$ cat config.mk
export PLATFORM = sky130hd
export DESIGN_NAME = digit_serial_negator
export DESIGN_NICKNAME = d
export VERILOG_FILES = /design/src/rtl/digit_serial_negator.sv
export SDC_FILE = /design/constraint.sdc
export NUM_CORES = 1
export LEC_CHECK = 0
export ABC_AREA = 1
export CORE_AREA = 2 2 39 41
export CTS_BUF_LIST = sky130_fd_sc_hd__clkbuf_2 sky130_fd_sc_hd__clkbuf_4 sky130_fd_sc_hd__clkbuf_8
export CTS_CLUSTER_SIZE = 28
export DETAILED_ROUTE_END_ITERATION = 8
export DIE_AREA = 0 0 41 43
export PLACE_DENSITY = 0.76
export SLEW_MARGIN = 0
export SYNTH_ARGS = -nofsm -noshare
export SYNTH_HDL_FRONTEND = slang
export SYNTH_SLANG_ARGS = --single-unit
$ cat constraint.sdc
create_clock -name clk -period 1.1 [get_ports clk]
set_input_delay 0.165 -clock clk [delete_from_list [all_inputs] [get_ports clk]]
set_output_delay 0.165 -clock clk [all_outputs]
set_load 0.05 [all_outputs]
$ cat src/rtl/digit_serial_negator.sv
// digit_serial_negator: LSB-first digit-serial two's-complement negate/pass unit with word framing and overflow flag
module digit_serial_negator #(
    parameter int WORD_W  = 16,
    parameter int DIGIT_W = 1
) (
    input  logic               clk,
    input  logic               rst,
    input  logic               start,
    input  logic               validIn,
    input  logic               negate,
    input  logic [DIGIT_W-1:0] digitIn,
    output logic [DIGIT_W-1:0] digitOut,
    output logic               validOut,
    output logic               lastOut,
    output logic               ovf,
    output logic               busy
);
    localparam int NDIG = WORD_W / DIGIT_W;
    localparam int CW = NDIG > 1 ? $clog2(NDIG) : 1;
    localparam logic [DIGIT_W-1:0] TOP_BIT = DIGIT_W'(1) << (DIGIT_W - 1);
    typedef enum logic {IDLE, ACTIVE} state_t;
    state_t state, state_n;
    logic [CW-1:0] cnt, cnt_n, cnt_base;
    logic seen_one, seen_n, neg_reg, neg_n;
    logic accept, s, neg, last, ovf_n;
    logic [DIGIT_W-1:0] out_n;
    always_comb begin
        accept   = validIn & (start | (state == ACTIVE));
        s        = start ? 1'b0 : seen_one;
        neg      = start ? negate : neg_reg;
        cnt_base = start ? '0 : cnt;
        last     = start ? (NDIG == 1) : (cnt == CW'(NDIG - 1));
        out_n    = neg ? (~digitIn + DIGIT_W'(!s)) : digitIn;
        ovf_n    = neg & !s & (digitIn == TOP_BIT) & last;
        state_n  = accept ? (last ? IDLE : ACTIVE) : state;
        cnt_n    = accept ? (last ? '0 : cnt_base + CW'(1)) : cnt;
        seen_n   = accept ? (!last & (s | (digitIn != '0))) : seen_one;
        neg_n    = (accept & start) ? negate : neg_reg;
    end
    always_ff @(posedge clk) begin
        if (rst) begin
            state    <= IDLE;
            cnt      <= '0;
            seen_one <= 1'b0;
            neg_reg  <= 1'b0;
            digitOut <= '0;
            validOut <= 1'b0;
            lastOut  <= 1'b0;
            ovf      <= 1'b0;
        end else begin
            state    <= state_n;
            cnt      <= cnt_n;
            seen_one <= seen_n;
            neg_reg  <= neg_n;
            digitOut <= accept ? out_n : digitOut;
            validOut <= accept;
            lastOut  <= accept & last;
            ovf      <= accept & ovf_n;
        end
    end
    assign busy = (state == ACTIVE);
endmodule
==> results.toml <==
[status]
status = "completed"

[detailed_routing]
ant_nets = 0
drc = 0
vias_per_cell = 4.83
routedWlPerCell_um = 10.4
num_vias = 526
dr.pass1.iters = 4
dr.first_iter.drc_count = 9
totalWireLength_um = 1130

[sta]
timing.final.ws_setup_ns = 0.0431
hold_violations = 0
rsz0062_at_grt = "yes"
clock.fmax_mhz = 946
setup_violations = 0
slew_headroom = 0.834
fin_crit_sh = 0.961
tightestPinTransition_ns = 0.248
period_minus_slack_ns = 1.06
timing.hold.ws_ns = 0.412
fin_skew_ns = 0.00452
slew_violations = 0

[clock_tree]
cts_max_path_buffers = 2
cts_root_buf = "clkbuf_4"
clk_pin_slew_ns = 0.08
clock_latency_ns = 0.28
htree_levels = 1
hold_buffers = 0
numCtsBuffers = 3
cts_sinks = 11
cts_tree = "done"

[setup_path]
r2r_start = "cnt[1]$_SDFFE_PP0P_"
crit_path_start = "cnt[1]$_SDFFE_PP0P_"
ff2ff_setup_slack_ns = 0.04
crit_end = "cnt[2]$_SDFFE_PP0P_"
critPathCaptureType = "register"
r2r_end = "cnt[2]$_SDFFE_PP0P_"
start_kind = "register"
path_class = "register to register"
crit_required_ns = 1.32
worstRegToRegCells = 7
cp_max_fo = 3
critical_path_arrival_ns = 1.28

[die]
start_util = 0.382
rows = 14
die_area_um2 = 1760
coreArea_um2 = 1380
ioPinCount = 11
fp.dieW_um = 41
die_h_um = 43

[logic_synthesis]
synth_area_um2 = 529
synth_nets = 77
synth_top_area_frac = 0.416
synth_flop_cell = "dfxtp_1"
yosys-top-cells-count = "nand2_1 (16), dfxtp_1 (11), nand3_1 (7), inv_1 (6), a21oi_1 (5)"
synth.most_common_cell = "nand2_1"
async_flop_share = 0
yosys-top-cells-area = "dfxtp_1 (42%), nand2_1 (11%), nand3_1 (6.6%)"
synth_cells = 69
seq_area_frac_synth = 0.416
yosys_warnings = 0
syn_avg_cell_area_um2 = 7.67
synth_edf_count = 0
yosys_register_bits = 11
yosysUniqueCellTypes = 19
yosysTopAreaCell = "dfxtp_1"

[cells_and_area]
layout.area.seq_um2 = 225
n_fill_cell = 121
largest_reg_flops = 4
antenna_cells = 0
regMostFlops = "cnt"
fin_cells = 109
final_nets = 102
drive_gt1_frac = 0.452
syn_to_final_growth_pct = 54.6
multi_input_comb_area_um2 = 289

[power_and_ir_drop]
ir_worst_vdd_v = 0.000581
powerDensity_nw_per_um2 = 1100
p_leak_nw = 0.347

[global_routing]
antenna_found_initial = 0
track_usage = 0.157
grt_start_max_net_pins = 8
grt_pass1_vias = 448
grt_pass1_wl_um = 1840
grt_overflow = 0

[placed_design]
place_congestion = 0.877
port-buffer-count = 10
dp.cells = 104
dp_hpwl_um = 900
dp_slack_ns = -0.384

[hold_path]
hold_path_class = "input port to register"

[run]
cap_violations = 0
critical path, stage by stage, from the launching register on:
cell and delay [ns]:
dfxtp_2 0.34, inv_1 0.06, nor2_2 0.04, ha_2 0.17, nand3b_1 0.14, nand2_1 0.08
nand3_2 0.06, a21oi_2 0.10
cells in the final DEF, fill, tap and decap left out, drive strengths merged, types with 2 or more instances in the layout:
cell,count
dlygate4sd2,2
nand2,20
dfxtp,11
clkbuf,3
o21ai,5
buf,15
nor2,5
ha,2
nand3,8
inv,9
a21oi,6
clkdlybuf4s50,3
area by class of cell:
class | instances | area share
Timing Repair Buffer | 20 | 0.272
Sequential cell | 11 | 0.275
Inverter | 9 | 0.0413
Clock inverter | 1 | 0.00612
Multi-Input combinational cell | 49 | 0.353
Clock buffer | 3 | 0.0275
Tap cell | 16 | 0.0245
worst min path at each step:
stage                         startpoint                    to  slack, ns  cells after the start
floorplan                            rst     busy$_SDFFE_PP0P_       0.23                      1
global placement    neg_reg$_SDFFE_PP0P_  neg_reg$_SDFFE_PP0P_       0.46                      2
detailed placement  neg_reg$_SDFFE_PP0P_  neg_reg$_SDFFE_PP0P_       0.46                      2
CTS                                start   cnt[0]$_SDFFE_PP0P_       0.39                      3
global route                     digitIn        ovf$_SDFF_PP0_       0.46                      4
finish                             start   cnt[0]$_SDFFE_PP0P_       0.41                      3
routing by layer:
metal  wire [um]  vias up  GRT usage
li1            -      272          -
met1         533      234      0.204
met2         514       16      0.213
met3          55        4     0.0681
met4          27        0     0.0800
met5           0        -          0
power breakdown:
part | leakage [nW] | internal [mW] | total [mW] | switching, mW
combinational | 0.238 | 0.0861 | 0.178 | 0.0920
sequential | 0.0912 | 0.416 | 0.432 | 0.0161
clock | 0.0177 | 0.135 | 0.291 | 0.156
through the flow:
step                setup TNS, ns  power, mW  cell area, um^2  utilization
floorplan                       0      0.514              531            -
global placement            -2.79      0.607              768        0.555
detailed placement          -3.05      0.612              768        0.555
CTS                             0      0.902              800        0.578
global route              -0.0406      0.939              818        0.591
finish                          0      0.901              818        0.591
timing repair:
action / in CTS / in global routing
setup endpoints to repair: 7 / 3
pin swaps: 0 / 2
gates resized for setup: 5 / 6
buffers inserted: 0 / 1
logic make-up (layout without fill, tap and decap cells):
kind of cell / Yosys count / count (layout) / synth area share
AO/OA/AOI/OAI: 11 / 11 / 0.132
adder cells (fa/ha/maj): 2 / 2 / 0.0473
buffers and inverters: 9 / 33 / 0.0638
flip-flops: 11 / 11 / 0.416
AND/OR/NAND/NOR: 36 / 36 / 0.340
(Power assumes the default switching activity.)
